### src/rtl/typ_store_writer_if.sv
`default_nettype none
// ---------------------------------------------------------------------------
// typ_store_writer_if : request, memory-write and completion bundle of the
// typed store writer.   Revision: 1.0
// ---------------------------------------------------------------------------
interface typ_store_writer_if #(
  parameter int XLEN      = 32,
  parameter int NUM_WORDS = 4,
  parameter int ADDR_W    = 32,
  parameter int TAG_W     = 8
);
  logic                      io_in_valid;
  logic                      io_in_ready;
  logic [ADDR_W-1:0]         io_in_addr;
  logic [NUM_WORDS*XLEN-1:0] io_in_data;
  logic [TAG_W-1:0]          io_in_tag;

  logic                      io_mem_req_valid;
  logic                      io_mem_req_ready;
  logic [ADDR_W-1:0]         io_mem_req_addr;
  logic [XLEN-1:0]           io_mem_req_data;
  logic                      io_mem_resp_valid;

  logic                      io_out_valid;
  logic                      io_out_ready;
  logic [TAG_W-1:0]          io_out_tag;

  modport slave (
    input  io_in_valid, io_in_addr, io_in_data, io_in_tag,
    output io_in_ready,
    output io_mem_req_valid, io_mem_req_addr, io_mem_req_data,
    input  io_mem_req_ready, io_mem_resp_valid,
    output io_out_valid, io_out_tag,
    input  io_out_ready
  );

  modport master (
    output io_in_valid, io_in_addr, io_in_data, io_in_tag,
    input  io_in_ready,
    input  io_mem_req_valid, io_mem_req_addr, io_mem_req_data,
    output io_mem_req_ready, io_mem_resp_valid,
    input  io_out_valid, io_out_tag,
    output io_out_ready
  );
endinterface
`default_nettype wire

### src/rtl/typ_store_writer.sv
`default_nettype none
// ---------------------------------------------------------------------------
// typ_store_writer : serializes a typed aggregate into word writes and reports
// completion once every write is acknowledged.   Revision: 1.0
// ---------------------------------------------------------------------------
module typ_store_writer #(
  parameter int XLEN      = 32,
  parameter int NUM_WORDS = 4,
  parameter int ADDR_W    = 32,
  parameter int TAG_W     = 8
) (
  input wire                 clock,
  input wire                 reset,
  typ_store_writer_if.slave  io_bus
);
  localparam int c_CNT_W = $clog2(NUM_WORDS + 1);
  localparam int c_SEL_W = (NUM_WORDS > 1) ? $clog2(NUM_WORDS) : 1;
  localparam int c_BYTES = XLEN / 8;

  typedef enum logic [1:0] {
    S_IDLE = 2'd0,
    S_SEND = 2'd1,
    S_WAIT = 2'd2,
    S_DONE = 2'd3
  } state_t;

  state_t                    r_state;
  logic [ADDR_W-1:0]         r_addr;
  logic [NUM_WORDS*XLEN-1:0] r_data;
  logic [TAG_W-1:0]          r_tag;
  logic [c_CNT_W-1:0]        r_sent;
  logic [c_CNT_W-1:0]        r_acked;
  logic                      r_in_ready;
  logic                      r_req_valid;
  logic                      r_out_valid;

  logic                      w_req_hs;
  logic                      w_last;
  logic                      w_ack;
  logic [c_CNT_W-1:0]        w_acked_next;
  logic [c_SEL_W-1:0]        w_sel;
  logic [XLEN-1:0]           w_elem [NUM_WORDS];

  for (genvar gi = 0; gi < NUM_WORDS; gi++) begin : g_elem
    assign w_elem[gi] = r_data[gi*XLEN +: XLEN];
  end

  assign w_req_hs     = r_req_valid & io_bus.io_mem_req_ready;
  assign w_last       = (r_sent == c_CNT_W'(NUM_WORDS - 1));
  // Acks only count against words already issued (registered count).
  assign w_ack        = io_bus.io_mem_resp_valid
                      & ((r_state == S_SEND) | (r_state == S_WAIT))
                      & (r_acked < r_sent);
  assign w_acked_next = r_acked + {{(c_CNT_W-1){1'b0}}, w_ack};
  assign w_sel        = r_sent[c_SEL_W-1:0];

  assign io_bus.io_in_ready      = r_in_ready;
  assign io_bus.io_mem_req_valid = r_req_valid;
  assign io_bus.io_mem_req_addr  = r_addr + ADDR_W'(r_sent) * ADDR_W'(c_BYTES);
  assign io_bus.io_mem_req_data  = w_elem[w_sel];
  assign io_bus.io_out_valid     = r_out_valid;
  assign io_bus.io_out_tag       = r_tag;

  always_ff @(posedge clock or posedge reset) begin
    if (reset) begin
      r_state     <= S_IDLE;
      r_addr      <= '0;
      r_data      <= '0;
      r_tag       <= '0;
      r_sent      <= '0;
      r_acked     <= '0;
      r_in_ready  <= 1'b1;
      r_req_valid <= 1'b0;
      r_out_valid <= 1'b0;
    end else begin
      case (r_state)
        S_IDLE: begin
          if (io_bus.io_in_valid && r_in_ready) begin
            r_addr      <= io_bus.io_in_addr;
            r_data      <= io_bus.io_in_data;
            r_tag       <= io_bus.io_in_tag;
            r_sent      <= '0;
            r_acked     <= '0;
            r_in_ready  <= 1'b0;
            r_req_valid <= 1'b1;
            r_state     <= S_SEND;
          end
        end
        S_SEND: begin
          r_acked <= w_acked_next;
          if (w_req_hs) begin
            r_sent <= r_sent + c_CNT_W'(1);
            if (w_last) begin
              r_req_valid <= 1'b0;
              r_state     <= S_WAIT;
            end
          end
        end
        S_WAIT: begin
          r_acked <= w_acked_next;
          if (w_acked_next == c_CNT_W'(NUM_WORDS)) begin
            r_out_valid <= 1'b1;
            r_state     <= S_DONE;
          end
        end
        S_DONE: begin
          if (io_bus.io_out_ready) begin
            r_out_valid <= 1'b0;
            r_in_ready  <= 1'b1;
            r_state     <= S_IDLE;
          end
        end
        default: begin
          r_state     <= S_IDLE;
          r_in_ready  <= 1'b1;
          r_req_valid <= 1'b0;
          r_out_valid <= 1'b0;
        end
      endcase
    end
  end
endmodule
`default_nettype wire

### src/flat_wrapper.sv
// flat-port wrapper written by rule: the top's interface ports become plain ports
module typ_store_writer_flat 
#(
  parameter int XLEN      = 32,
  parameter int NUM_WORDS = 4,
  parameter int ADDR_W    = 32,
  parameter int TAG_W     = 8
)
  (clock, reset, io_bus_io_in_valid, io_bus_io_in_addr, io_bus_io_in_data, io_bus_io_in_tag, io_bus_io_in_ready, io_bus_io_mem_req_valid, io_bus_io_mem_req_addr, io_bus_io_mem_req_data, io_bus_io_mem_req_ready, io_bus_io_mem_resp_valid, io_bus_io_out_valid, io_bus_io_out_tag, io_bus_io_out_ready);
  typ_store_writer_if #(.XLEN(XLEN), .NUM_WORDS(NUM_WORDS), .ADDR_W(ADDR_W), .TAG_W(TAG_W)) io_bus_i ();
  input wire clock;
  input wire reset;
  input wire logic [$bits(io_bus_i.io_in_valid)-1:0] io_bus_io_in_valid;
  input wire logic [$bits(io_bus_i.io_in_addr)-1:0] io_bus_io_in_addr;
  input wire logic [$bits(io_bus_i.io_in_data)-1:0] io_bus_io_in_data;
  input wire logic [$bits(io_bus_i.io_in_tag)-1:0] io_bus_io_in_tag;
  output wire logic [$bits(io_bus_i.io_in_ready)-1:0] io_bus_io_in_ready;
  output wire logic [$bits(io_bus_i.io_mem_req_valid)-1:0] io_bus_io_mem_req_valid;
  output wire logic [$bits(io_bus_i.io_mem_req_addr)-1:0] io_bus_io_mem_req_addr;
  output wire logic [$bits(io_bus_i.io_mem_req_data)-1:0] io_bus_io_mem_req_data;
  input wire logic [$bits(io_bus_i.io_mem_req_ready)-1:0] io_bus_io_mem_req_ready;
  input wire logic [$bits(io_bus_i.io_mem_resp_valid)-1:0] io_bus_io_mem_resp_valid;
  output wire logic [$bits(io_bus_i.io_out_valid)-1:0] io_bus_io_out_valid;
  output wire logic [$bits(io_bus_i.io_out_tag)-1:0] io_bus_io_out_tag;
  input wire logic [$bits(io_bus_i.io_out_ready)-1:0] io_bus_io_out_ready;
  assign io_bus_i.io_in_valid = io_bus_io_in_valid;
  assign io_bus_i.io_in_addr = io_bus_io_in_addr;
  assign io_bus_i.io_in_data = io_bus_io_in_data;
  assign io_bus_i.io_in_tag = io_bus_io_in_tag;
  assign io_bus_io_in_ready = io_bus_i.io_in_ready;
  assign io_bus_io_mem_req_valid = io_bus_i.io_mem_req_valid;
  assign io_bus_io_mem_req_addr = io_bus_i.io_mem_req_addr;
  assign io_bus_io_mem_req_data = io_bus_i.io_mem_req_data;
  assign io_bus_i.io_mem_req_ready = io_bus_io_mem_req_ready;
  assign io_bus_i.io_mem_resp_valid = io_bus_io_mem_resp_valid;
  assign io_bus_io_out_valid = io_bus_i.io_out_valid;
  assign io_bus_io_out_tag = io_bus_i.io_out_tag;
  assign io_bus_i.io_out_ready = io_bus_io_out_ready;
  typ_store_writer #(.XLEN(XLEN), .NUM_WORDS(NUM_WORDS), .ADDR_W(ADDR_W), .TAG_W(TAG_W)) u_core (.clock(clock), .reset(reset), .io_bus(io_bus_i));
endmodule
### config.mk
export PLATFORM = sky130hd
export DESIGN_NAME = typ_store_writer_flat
export DESIGN_NICKNAME = d
export VERILOG_FILES = /design/src/rtl/typ_store_writer_if.sv /design/src/rtl/typ_store_writer.sv /design/src/flat_wrapper.sv
export SDC_FILE = /design/constraint.sdc
export NUM_CORES = 1
export LEC_CHECK = 0
export ABC_AREA = 1
export CAP_MARGIN = 20
export CORE_MARGIN = 10
export CORE_UTILIZATION = 52
export CTS_CLUSTER_DIAMETER = 60
export DETAILED_ROUTE_END_ITERATION = 6
export PLACE_DENSITY_LB_ADDON = 0.1
export SYNTH_ARGS = -nofsm -noshare
export SYNTH_HDL_FRONTEND = slang
export SYNTH_SLANG_ARGS = --single-unit
### constraint.sdc
create_clock -name clock -period 12.25 [get_ports clock]
set_input_delay 1.8375 -clock clock [delete_from_list [all_inputs] [get_ports clock]]
set_output_delay 1.8375 -clock clock [all_outputs]
set_load 0.02 [all_outputs]
# ---- Word-level counts from Yosys, hierarchy flattened
# Index checks and enable logic that the tools add are counted.
dict set report totals {
  elab_cells 66
  inputBits 174
  output_inout_bits 75
  regBits 179
}
dict set report op_classes {
  mux 23
  bitwise_logic 5
  add_sub_neg 3
  n_reduce_logical 14
  eq_ne 10
  n_lt_le_gt_ge 2
}
# op count
set ops {}
lappend ops {{$bmux W32 S2} 1}
lappend ops {{$mux W32} 2}
lappend ops {{$add A32 B5 Y32} 1}
lappend ops {{$pmux W3 S2} 2}
lappend ops {{$mux W2} 5}
lappend ops {{$reduce_and A3 Y1} 3}
lappend ops {{$pmux W2 S4} 1}
lappend ops {{$reduce_bool A2 Y1} 4}
lappend ops {{$mux W1} 7}
lappend ops {{$mux W3} 2}
lappend ops {{$ne A2 B1 Y1 const B} 3}
lappend ops {{$pmux W1 S2} 3}
lappend ops {{$reduce_and A5 Y1} 1}
lappend ops {{$eq A2 B2 Y1 const B} 2}
lappend ops {{$ne A2 B2 Y1 const B} 2}
lappend ops {{$reduce_and A2 Y1} 2}
lappend ops {{$reduce_and A4 Y1} 1}
lappend ops {{$add A3 B1 Y3} 1}
lappend ops {{$add A3 B1 Y3 const B} 1}
lappend ops {{$and A1 B1 Y1} 3}
lappend ops {{$eq A3 B2 Y1 const B} 1}
lappend ops {{$eq A3 B3 Y1 const B} 1}
lappend ops {{$ge A3 B3 Y1 const B} 1}
lappend ops {{$lt A3 B3 Y1} 1}
lappend ops {{other kinds (6)} 6}

# ---- Depth between registers and ports, before layout
dict set report depth {
  ltp_word 8
  mapped_depth 14
  ltp_nobuf 13
}

# ---- Worst setup path after synthesis
# Ideal clock, no wire load.
dict set report synth_timing {
  path_type {reg2out}
  from {register u_core.r_sent[1]}
  to {output port io_bus_io_mem_req_addr[18]}
  path_stages_with_launch 8
  n_path_buf 1
  slack_ns 8.318
  arrival_time_ns 2.094
  cell_sequence {dfrtp_1 > inv_1 > clkbuf_1 > fa_1 > o21ai_2 > nand2_1 > nor2_1 > xor2_1}
}
dict set report synth_between {
  elab_chain_len 1
}
# item line_no
set synth_lines {}
lappend synth_lines {{from (decl)} typ_store_writer.sv:31} ;# logic [c_CNT_W-1:0] r_sent;
lappend synth_lines {{from (signal assigned)} typ_store_writer.sv:92} ;# r_sent <= r_sent + c_CNT_W'(1);
lappend synth_lines {{$add A32 B5 Y32} typ_store_writer.sv:59} ;# assign io_bus.io_mem_req_addr = r_addr + ADDR_W'(r_sent) * ADDR_W'(c_BYTES);
lappend synth_lines {{to (decl)} flat_wrapper.sv:19} ;# output wire logic [$bits(io_bus_i.io_mem_req_addr)-1:0] io_bus_io_mem_req_addr;
# No other way between the ends.

# ---- Final worst setup path
dict set report layout_timing {
  from {register u_core.r_sent[0]}
  to {output port io_bus_io_mem_req_data[1]}
}
dict set report layout_between {
  elab_chain_len 4
}
# item line_no
set layout_lines {}
lappend layout_lines {{$not A2 Y3 (not written as such)} typ_store_writer.sv:60} ;# assign io_bus.io_mem_req_data = w_elem[w_sel];
lappend layout_lines {{$bmux W32 S2} typ_store_writer.sv:60}
lappend layout_lines {{$mux W32 (not written as such) (2 in a row)} typ_store_writer.sv:60}
lappend layout_lines {{to (decl)} flat_wrapper.sv:20} ;# output wire logic [$bits(io_bus_i.io_mem_req_data)-1:0] io_bus_io_mem_req_data;
# No other way between the ends. The select of a mux whose other input is x is not followed.

==> impl_metrics.csv <==
group,metric,value,unit
global_route,grt_start_max_net_pins,191,
yosys,synth_edf_count,0,
global_route,grt_pass1_vias,7252,
yosys,yosysMostFrequentCell,"dfrtp_1",
yosys,yosys.area.top_type,"dfrtp_1",
clock_tree,ctsResizeCount,0,
finish,drive_above_1_share,17.8,%
yosys,netlist_top_cells_area,"dfrtp_1, mux2_2, mux2_4",
yosys,synthesis.area,8960,um^2
drt,vias,7006,
finish,area_delta_synth_final,35.8,%
clock_tree,cts_tree,"done",
pwr,sw_frac_of_total,36.8,%
floorplan,die-area,22900,um^2
sta,final.setup.tns,0,ps
sta,period_needed,4970,ps
worst_hold_path,min_path_cells,1,
floorplan,io_pins,249,
drt,dr_wl_met3,1920,um
drt,wirelength_met1,10100,um
drt,dr.pass1.iters,4,
floorplan,start_util,53.5,%
worst_setup_path,path_class,"reg -> out",
clock_tree,clockBufferDepth,2,
yosys,synthXorXnorAreaFrac,1.37,%
yosys,yosysWarnings,0,
clock_tree,cts_setup_buffers,0,
sta,finClkSkew,9.06,ps
sta,relSlewSlack,15.3,%
worst_setup_path,worst_setup_path_end_kind,"primary output",
clock_tree,cts.htree.levels,4,
worst_setup_path,reg2reg_to,"u_core.r_state[1]$_DFFE_PP0P_",
drt,drtIter0Drc,370,
drt,totalWireLength,24300,um
yosys,ys_types,29,
sta,hold_violations,0,
global_route,overflow,0,
pwr,internal-power,0.00195,W
place,io_buffers,248,
yosys,synth_top_area_share,49.7,%
sta,fmax,0.201,GHz
yosys,synth_compound_area_share,7.62,%
finish,finalNetCount,1279,
global_route,grt_usage,20.9,%
worst_hold_path,hp-start,"u_core.r_data[62]$_DFFE_PP0P_",
clock_tree,cts_hold_buf,0,
floorplan,rows,47,
yosys,ys_seq_area_share,50.0,%
yosys,synth.avg_cell_area,10.4,um^2
sta,tightest_slew,1270,ps
floorplan,core-area,16800,um^2
worst_setup_path,path_max_fanout,68,
yosys,synthTopCellsByCount,"dfrtp_1, nor2_1, nand2_1",
clock_tree,clkSinkCount,179,
floorplan,die_h,151,um
worst_hold_path,hold_end,"u_core.r_data[62]$_DFFE_PP0P_",
worst_setup_path,slowest_stage,"inv_2",
job,drv_cap,0,
sta,period_share,40.6,%
yosys,synth_ff_type,"dfrtp_1",
clock_tree,cts-root-buf,"clkbuf_16",
yosys,netlist_instances,861,
yosys,synthSimpleGateAreaFrac,12.7,%
worst_setup_path,worstPathCellList,"buf_4, inv_2, o21ai_0, o22ai_1, clkdlybuf4s50_1",
sta,final_max_slew_viol_count,0,
sta,grt_setup_unrepaired,"false",
yosys,syn-num-nets,1049,
pwr,p_comb_share,47.1,%
place,dp_slack,7740,ps
sta,setup_slack,7280,ps
yosys,ys_ff_latch,179,
worst_setup_path,r2r_start,"u_core.r_sent[0]$_DFFE_PP0P_",
yosys,ys_async_sr_fraction,100,%
clock_tree,clk_pin_slew,70,ps
place,gp_congestion,0.893,
pwr,p_sw,0.00113,W
drt,postRouteAntennaNets,0,
worst_setup_path,required,10410,ps
global_route,grt_pass1_wl,37800,um
finish,num-fill-cells,1233,
sta,fin_hold_ws,501,ps
sta,setup_viol,0,
yosys,synth_top_family_by_area,"multiplexers",
worst_setup_path,critPathMaxStageDelay,840,ps
place,hpwl,17200,um
worst_hold_path,hold_path_class,"reg -> reg",
pwr,p_leak,5.60,nW
run_status,status,"complete, no violations",
pwr,powerDensity,253,nW/um^2
floorplan,die_x,151,um
worst_setup_path,cp-start-kind,"flop",
pwr,seqPwrFrac,34.8,%
worst_setup_path,worstPathArrival,3130,ps
worst_setup_path,regToRegSetupSlack,9040,ps
pwr,vdd_drop_max,207,uV
yosys,synthAdderAreaFrac,2.04,%
drt,highest_layer,"met4",
drt,drc_errors,0,
clock_tree,cts_buffers,17,
global_route,antenna_found_initial,2,
drt,wl_met2,11800,um
clock_tree,clock_latency,430,ps
drt,wl_per_cell,18.3,um
drt,viasPerCell,5.28,
pwr,p_clk_share,18.0,%
worst_setup_path,ff2ff_path_depth,12,
yosys,synth_mux_area_share,21.5,%
## worst max-delay path, delay by kind of cell, from the launching register on
family,cells,cell delay [ps]
AOI/OAI and AO/OA,2,380
buffers and inverters,3,1870
DFF,1,410
## stage by stage
stage | total power (W) | util (%) | cell area (um^2) | cells
3_3_place_gp | 0.00249 | 68.8 | 11500 | 1291
5_1_grt | 0.00327 | 72.6 | 12200 | 1326
6_report | 0.00308 | 72.6 | 12200 | 1326
3_5_place_dp | 0.00253 | 68.8 | 11500 | 1291
4_1_cts | 0.00309 | 72.4 | 12100 | 1323
2_1_floorplan | 0.00196 | - | 8960 | 861
## routing by layer
metal | track usage, % | up-vias
li1 | - | 3364
met2 | 34.2 | 188
met1 | 25.1 | 3424
met3 | 7.82 | 30
met4 | 6.74 | 0
met5 | 0 | -
## cell usage in the layout (no fill, tap or decap), drive strengths merged, types with 4 or more instances in the layout
cell           netlist  layout
dfrtp              178     178
mux2               151     151
clkbuf              17      20
buf                 26       6
clkinv               0       4
ha                  13      13
nand4                4       4
a21oi               18      18
o21ai               74      74
nand2              125     125
clkdlybuf4s50        0     248
o22ai               32      32
nor2               128     128
xnor2                4       4
xor2                10      10
nand3               29      29
inv                 45      49
## area by class of cell
cell class              count  area (um^2)  area share (%)
flip-flops and latches    179         4480            36.8
multi-input cells         594         4070            33.5
repair buffers            254         2560            21.0
clock buffers              20          457            3.75
well taps                 220          275            2.26
inverters                  45          174            1.43
clock inverters            12          144            1.18
diodes                      2         5.00          0.0411
## how the worst max path moves through the flow
stage | startpoint | to | slack (ps) | cells past startpoint
floorplan | reset | u_core.io_bus.io_mem_req_valid$_DFFE_PP0P_ | 5560 | 1
global placement | u_core.r_sent[0]$_DFFE_PP0P_ | io_bus_io_mem_req_data[9] | 7830 | 5
detailed placement | u_core.r_sent[0]$_DFFE_PP0P_ | io_bus_io_mem_req_data[11] | 7740 | 5
CTS | u_core.r_sent[0]$_DFFE_PP0P_ | io_bus_io_mem_req_data[1] | 7260 | 5
global route | u_core.r_sent[0]$_DFFE_PP0P_ | io_bus_io_mem_req_data[14] | 7070 | 5
finish | u_core.r_sent[0]$_DFFE_PP0P_ | io_bus_io_mem_req_data[1] | 7280 | 5
## cells by family after synthesis
| kind of cell | after synthesis |
|---|---|
| adder cells (fa/ha/maj) | 14 |
| multiplexers | 151 |
| flip-flops | 179 |
| AO/OA/AOI/OAI | 126 |
| AND/OR/NAND/NOR | 289 |
| buffers and inverters | 88 |
| XOR/XNOR | 14 |
## sequential cells by signal, indices dropped and copies added, names as in the netlist
name,cells
u_core.io_bus.io_mem_req_valid,1
u_core.io_bus.io_out_valid,1
u_core.r_data,128
u_core.io_bus.io_in_ready,1
u_core.io_bus.io_out_tag,8
u_core.r_sent,3
u_core.r_acked,3
u_core.r_state,2
u_core.r_addr,32
## power by group through the flow
stage / combinational [W] / clock [W] / sequential (W)
after global placement: 0.00143 / 0 / 0.00107
after detailed placement: 0.00146 / 0 / 0.00107
final: 0.00145 / 0.000556 / 0.00107
after floorplan: 0.000921 / 0 / 0.00104
after global routing: 0.00157 / 0.000590 / 0.00111
after CTS: 0.00146 / 0.000563 / 0.00107
Power figures use the tool's default switching activity.
